## config.mk

```make
export PLATFORM = sky130hd
export DESIGN_NAME = mem_access_unit
export DESIGN_NICKNAME = d
export VERILOG_FILES = /design/src/rtl/mem_pkg.sv /design/src/rtl/mem_access_unit_mem_wb_reg.sv /design/src/rtl/mem_access_unit.sv
export SDC_FILE = /design/constraint.sdc
export NUM_CORES = 1
export LEC_CHECK = 0
export CELL_PAD_IN_SITES_DETAIL_PLACEMENT = 0
export CELL_PAD_IN_SITES_GLOBAL_PLACEMENT = 1
export CORE_UTILIZATION = 30
export DETAILED_ROUTE_END_ITERATION = 10
export HOLD_SLACK_MARGIN = 0.03
export PLACE_DENSITY_LB_ADDON = 0.2
export SLEW_MARGIN = 10
export SYNTH_ARGS = -nofsm -noshare
export SYNTH_HDL_FRONTEND = slang
export SYNTH_SLANG_ARGS = --single-unit
```

## constraint.sdc

```tcl
create_clock -name clk -period 7.91 [get_ports clk]
set_clock_uncertainty 0.2 [all_clocks]
set_input_delay 1.582 -clock clk [delete_from_list [all_inputs] [get_ports clk]]
set_output_delay 1.582 -clock clk [all_outputs]
set_load 0.01 [all_outputs]
```

## src/rtl/mem_pkg.sv

```systemverilog
// Shared MEM-stage types: FSM state encoding and write-back result select.
package mem_pkg;

  typedef enum logic [1:0] {
    IDLE   = 2'd0,
    ACCESS = 2'd1,
    DONE   = 2'd2
  } memState_t;

  typedef enum logic [1:0] {
    SEL_ALU  = 2'd0,
    SEL_MEM  = 2'd1,
    SEL_LINK = 2'd2
  } resultSel_t;

  // JAL outranks load so an illegal JAL+memop decode still writes the link value.
  function automatic resultSel_t selResult(input logic jal, input logic memToReg);
    if (jal)           return SEL_LINK;
    else if (memToReg) return SEL_MEM;
    else               return SEL_ALU;
  endfunction

endpackage

```

## src/rtl/mem_access_unit_mem_wb_reg.sv

```systemverilog
// MEM/WB pipeline register; a bubble loads an all-zero (no write-back) slot.
module mem_wb_reg (
  input  logic        clk,
  input  logic        reset,
  input  logic        bubble,
  input  logic        regWrite,
  input  logic [4:0]  writeReg,
  input  logic [31:0] result,
  output logic        RegWrite_WB,
  output logic [4:0]  WriteReg_WB,
  output logic [31:0] Result_WB
);

  always_ff @(posedge clk or posedge reset) begin
    if (reset) begin
      RegWrite_WB <= 1'b0;
      WriteReg_WB <= '0;
      Result_WB   <= '0;
    end else if (bubble) begin
      RegWrite_WB <= 1'b0;
      WriteReg_WB <= '0;
      Result_WB   <= '0;
    end else begin
      RegWrite_WB <= regWrite;
      WriteReg_WB <= writeReg;
      Result_WB   <= result;
    end
  end

endmodule

```

## src/rtl/mem_access_unit.sv

```systemverilog
// MEM-stage controller: req/ack data-memory transaction, pipeline stall,
// write-back result select and MEM/WB register.
module mem_access_unit
  import mem_pkg::*;
#(
  parameter int ADDR_W = 32,
  parameter int DATA_W = 32
) (
  input  logic              clk,
  input  logic              reset,
  input  logic              RegWrite_MEM,
  input  logic              MemToReg_MEM,
  input  logic              MemWrite_MEM,
  input  logic              JAL_MEM,
  input  logic [31:0]       AluOut_MEM,
  input  logic [31:0]       RtD_MEM,
  input  logic [31:0]       PCPlus4_MEM,
  input  logic [4:0]        WriteReg_MEM,
  output logic              Stall_MEM,
  output logic              dmem_req,
  output logic              dmem_we,
  output logic [ADDR_W-1:0] dmem_addr,
  output logic [DATA_W-1:0] dmem_wdata,
  input  logic              dmem_ack,
  input  logic [DATA_W-1:0] dmem_rdata,
  output logic              RegWrite_WB,
  output logic [4:0]        WriteReg_WB,
  output logic [31:0]       Result_WB
);

  memState_t   state;
  logic [31:0] rdCap;
  logic [31:0] resultSel;
  logic        memOp;

  assign memOp     = MemToReg_MEM | MemWrite_MEM;
  assign Stall_MEM = ((state == IDLE) && memOp) || (state == ACCESS);

  // Request outputs are latched on detect and held untouched through ACCESS.
  always_ff @(posedge clk or posedge reset) begin
    if (reset) begin
      state      <= IDLE;
      dmem_req   <= 1'b0;
      dmem_we    <= 1'b0;
      dmem_addr  <= '0;
      dmem_wdata <= '0;
      rdCap      <= '0;
    end else begin
      case (state)
        IDLE: if (memOp) begin
          dmem_req   <= 1'b1;
          dmem_we    <= MemWrite_MEM;
          dmem_addr  <= ADDR_W'({AluOut_MEM[31:2], 2'b00});
          dmem_wdata <= DATA_W'(RtD_MEM);
          state      <= ACCESS;
        end
        ACCESS: if (dmem_ack) begin
          dmem_req <= 1'b0;
          // Stores capture zero so their (unused) result stays deterministic.
          rdCap    <= dmem_we ? 32'd0 : 32'(dmem_rdata);
          state    <= DONE;
        end
        DONE:    state <= IDLE;
        default: state <= IDLE;
      endcase
    end
  end

  always_comb begin
    resultSel = AluOut_MEM;
    case (selResult(JAL_MEM, MemToReg_MEM))
      SEL_LINK: resultSel = PCPlus4_MEM;
      SEL_MEM:  resultSel = rdCap;
      default:  resultSel = AluOut_MEM;
    endcase
  end

  // Stall cycles are exactly the cycles that must not write back.
  mem_wb_reg uWb (
    .clk         (clk),
    .reset       (reset),
    .bubble      (Stall_MEM),
    .regWrite    (RegWrite_MEM),
    .writeReg    (WriteReg_MEM),
    .result      (resultSel),
    .RegWrite_WB (RegWrite_WB),
    .WriteReg_WB (WriteReg_WB),
    .Result_WB   (Result_WB)
  );

endmodule

```

---- Word-level counts from Yosys, hierarchy flattened ----
Index checks and enable logic that the tools add are counted.
operators by class
  eq/ne operators ......................... 5
  mux-type cells .......................... 13
  bitwise gates (word level) .............. 1
  reduce and logical (&&, ||, !) cells .... 8
operator list
  cell                  number
  $mux W32              2
  $pmux W32 S2          1
  $mux W2               3
  $reduce_and A2 Y1     3
  $mux W5               1
  $eq A2 B1 Y1 const B  2
  $mux W1               4
  $ne A2 B2 Y1 const B  2
  $pmux W2 S2           1
  $reduce_and A3 Y1     1
  $eq A2 B2 Y1 const B  1
  $logic_not A2 Y1      1
  $pmux W1 S2           1
  $reduce_bool A2 Y1    1
  $logic_and A1 B1 Y1   1
  $logic_or A1 B1 Y1    1
  $or A1 B1 Y1          1
storage, ports and cells
  register bits ........................... 136
  input bits .............................. 140
  output and inout port bits .............. 105
  word-level logic and storage cells ...... 36

---- Longest topological paths before layout ----
  depth after elaboration ................. 5
  gate-level depth with buffers ........... 5
  depth with buffers taken out ............ 3

---- By module ----
A second synthesis with hierarchy kept.
unflattened totals
  cell total of the unflattened synthesis .. 477
  area, all modules ....................... 6180.9 um^2
by module, submodules not included
  module           times used  cells each  area each (um^2)  sequential area each (um^2)
  mem_access_unit  1           396         4774.6            2452.4
  mem_wb_reg       1           81          1406.3            950.9

---- Worst setup path after synthesis ----
No wires, ideal clock.
  path kind ............................... input to output
  start ................................... input MemToReg_MEM
  end ..................................... output Stall_MEM
  arrival time ............................ 2098 ps
  data required time ...................... 6128 ps
  slack ................................... 4030 ps
  stages .................................. 4
  buffers on the path ..................... 2
  cell sequence ........................... buf_6 nor3_1 nor2_1 buf_4
on the way
  word-level cells in the longest chain between the ends .. 3
RTL lines
  element              RTL line               source
  start: declaration   mem_access_unit.sv:12  input logic MemToReg_MEM,
  $or A1 B1 Y1         mem_access_unit.sv:36  assign memOp = MemToReg_MEM | MemWrite_MEM;
  $logic_and A1 B1 Y1  mem_access_unit.sv:37  assign Stall_MEM = ((state == IDLE) && memOp) || (state == ACCESS);
  $logic_or A1 B1 Y1   mem_access_unit.sv:37
  end: declaration     mem_access_unit.sv:19  output logic Stall_MEM,
No other way between the ends.

---- Worst setup path in the final report ----
Same ends and word-level chain as after synthesis.

==> impl_summary.txt <==
----------------------------------------------------
[Timing]
  Slew at the pin closest to its max-slew limit ... between 1 and 1.5 ns
  Relative slew slack ... 0.232
  Fin. Hold Viols ... 0
  Setup repair after global routing missed its margin ... no
  Pins Over Slew Limit ... 0
  Achievable Freq ... 0.178 GHz
  Final period demand of the worst path ... 5.62 ns
  Total negative setup slack ... 0 ns
  # setup viols final ... 0
  WHS ... 0.279 ns
  Fraction of the cycle the final worst path needs ... 0.711

[Global route]
  Overall global routing resource usage ... 0.159
  Total congestion overflow ... 0
  Global-route wire length before repair ... 24200 um
  Pin count of the biggest net entering global routing ... 79
  Number of global-route vias before repair ... 4539
  Initial antenna violation count ... 0

[Setup path]
  Startpoint of the most critical register-to-register path ... state[1]
  FF-to-FF setup slack ... between 5 and 6 ns
  Nature of the critical path endpoint ... output port
  Kind of critical path ... primary input to output port
  Highest net fanout along the worst path ... 40
  CP arrival ... 3.84 ns
  FF-to-FF path depth ... 4
  Data required, critical path ... ~6 ns
  Setup crit start kind ... primary input
  FF-to-FF End ... dmem_addr[26]

[Power]
  Internal power component ... 2.02 mW
  Relative contribution of sequential cells to total power ... 0.371
  Ratio of total power to cell area ... 304 nW/um2
  Worst IR Drop VDD ... 133 uV
  Switching pwr ... roughly 0.76 mW
  Switching power as a share of total power ... 0.274
  Leakage dissipation ... approximately 4 nW
  Power share of the combinational group ... 0.312
  Clock network fraction of total power ... 0.317

[Floorplan]
  Core area ... 19500 um2
  Total I/O pin count ... 245
  Die height ... 143 um
  Die outline width ... 143 um
  Number of placement rows ... 51
  DIE AREA ... slightly above 20000 um2
  Starting density of the core ... 0.305

[Outcome]
  Status ... complete, no violations

[Clocking]
  Latest clock arrival within the worst-skew pair ... 0.41 ns
  CTS tree ... built
  Clock transition at path regs ... 0.06 ns
  Clk Tree Root Cell ... clkbuf_16
  Clock Tree Buf Depth ... 2
  Total setup buffers inserted after CTS ... 0
  Post-CTS sizing ... 0
  H-tree depth ... 4
  Sink count of the clock tree ... between 100 and 150
  Number of buffers added by the clock tree synthesis step ... 17
  Number of buffers inserted for hold repair after clock tree synthesis ... 0

[Synthesis]
  Number of instances in the synthesized netlist ... between 400 and 500
  Flip-flop and latch count after synthesis ... roughly 140
  Async set-or-reset flop fraction in the synthesized netlist ... 1.00
  Netlist cell types ... 24
  Synth warn ... 0
  Synthesized cell area ... 5950 um2
  Fraction of the yosys area taken by sequential cells ... 0.572
  Most instantiated flip-flop cell in the synthesis netlist ... dfrtp_1
  Per-instance average area after synthesis ... 12.5 um2
  Number of enable-type register cells in the synthesized netlist ... 0

[Hold path]
  End point of the most critical hold path ... rdCap[11]
  Worst Hold Depth ... 2
  HP Start ... rdCap[11]
  Worst min path class ... flop to flop

[Route]
  Wire length on met2 ... approximately 7900 um
  Average wire per cell in the routed design ... 15.8 um
  Met1 routed wirelength after detailed routing ... roughly 6500 um
  Number of nets with antenna violations after routing ... 0
  Vias per std cell ... 4.31
  Top metal layer carrying routed signals ... met4
  Total via count in the routed design ... 4240
  Number of DRC markers after the initial detailed-route iteration ... 160
  Met3 Wirelength ... 931 um
  Drt drc ... 0
  DRT Wirelength ... approximately 16000 um
  Number of iterations in the first detailed-routing pass ... 4

[Final layout]
  Post-layout net count ... 846
  Final Non-Filler Cells ... 984
  Filler cells ... 1810
  Total non-filler cell area in the finished layout ... 9120 um2
  Layout cells sized above 1 ... 0.143
  Number of inserted diodes ... 0
  Post-synthesis to final-layout area growth ... 53.4%

[Placed design]
  Routability congestion estimate ... 0.750
  Placed Cells ... 952
  Instance area after placement ... 8470 um2
  Half-perimeter wire length after detailed placement ... 10700 um
  Number of I/O port buffers ... about 240

[Run]
  Number of max-cap violations ... 0

----------------------------------------------------
-- per-stage QoR --
stage	setup slack, ns	utilization	total power, mW
finish	2.29	0.469	2.78
global route	2.07	0.469	2.94
CTS	2.17	0.469	2.82
detailed placement	2.18	0.435	1.92
global placement	2.22	0.435	1.90
floorplan	2.49	-	1.49
-- worst max-delay path by stage --
stage,to,from,slack [ns],cells after the start
2_1_floorplan,dmem_addr[10],reset,2.49,1
3_3_place_gp,Stall_MEM,MemToReg_MEM,2.22,5
3_5_place_dp,Stall_MEM,MemToReg_MEM,2.18,5
4_1_cts,Stall_MEM,MemToReg_MEM,2.17,5
5_1_grt,Stall_MEM,MemToReg_MEM,2.07,5
6_report,Stall_MEM,MemToReg_MEM,2.29,5
-- flip-flops by register name, indices dropped and copies added (netlist names) --
signal,flops
dmem_wdata,32
rdCap,32
dmem_req,1
uWb.RegWrite_WB,1
dmem_addr,30
uWb.WriteReg_WB,5
uWb.Result_WB,32
dmem_we,1
state,2
-- cell usage in the layout (no fill, tap or decap) --
cell             count
clkdlybuf4s50_1    240
dfrtp_1            136
nand2_1             66
o21ai_0             58
mux2_4              48
nor2b_1             38
nand2b_1            32
mux2i_1             32
clkbuf_16           17
mux2_2              15
o21ai_1              6
inv_6                5
bufinv_16            5
buf_4                4
clkinvlp_4           3
nor2_4               2
conb_1               2
clkbuf_1             2
buf_2                2
nand3b_1             1
o21ai_4              1
nor3_1               1
a21boi_0             1
inv_1                1
clkinv_4             1
-- cell type report --
| cell class | instances | area, um2 | share of cell area |
|---|---|---|---|
| Tap cell | 265 | 332 | 0.0364 |
| Sequential cell | 136 | 3400 | 0.373 |
| Clock buffer | 19 | 433 | 0.0475 |
| Timing Repair Buffer | 246 | 2440 | 0.268 |
| Multi-Input combinational cell | 303 | 2280 | 0.250 |
| Clock inverter | 13 | 216 | 0.0237 |
| Inverter | 2 | 12.5 | 0.00137 |
-- metal layers --
metal	vias to the layer above	track usage
li1	2041	-
met1	2059	0.186
met2	126	0.275
met3	14	0.0523
met4	0	0.0487
met5	-	0
-- power groups by stage --
| stage | combinational, mW | sequential, mW | clock [mW] |
|---|---|---|---|
| final | 0.865 | 1.03 | 0.881 |
| after global routing | 0.941 | 1.06 | 0.939 |
| after CTS | 0.882 | 1.03 | 0.906 |
| after detailed placement | 0.879 | 1.04 | 0 |
| after global placement | 0.865 | 1.03 | 0 |
| after floorplan | 0.409 | 1.08 | 0 |
-- cell usage after synthesis, types with 2 or more instances --
library cell,count,share of area
mux2_4,48,0.12
inv_1,2,0.0013
clkbuf_1,9,0.0057
buf_12,5,0.017
buf_1,3,0.0019
buf_2,8,0.0067
buf_4,7,0.0088
o21ai_1,6,0.0051
mux2_2,15,0.028
nor2b_1,38,0.040
nand2b_1,32,0.034
mux2i_1,32,0.054
nand2_1,66,0.042
o21ai_0,58,0.049
dfrtp_1,136,0.57
-- critical path: stages --
cell,delay (ns)
buf_2,0.08
buf_4,0.50
nor3_1,0.17
nor2_4,0.79
clkdlybuf4s50_1,0.71
-- logic make-up (layout without fill, tap and decap cells) --
family | Yosys count | in the layout | share of synthesized area
muxes | 95 | 95 | 0.203
DFF | 136 | 136 | 0.572
AOI/OAI and AO/OA | 66 | 66 | 0.0579
and+or+nand+nor | 140 | 140 | 0.120
buffers and inverters | 36 | 280 | 0.0457
other | 1 | 2 | 0.000631
Note: power is estimated with default switching activity, not from simulation.
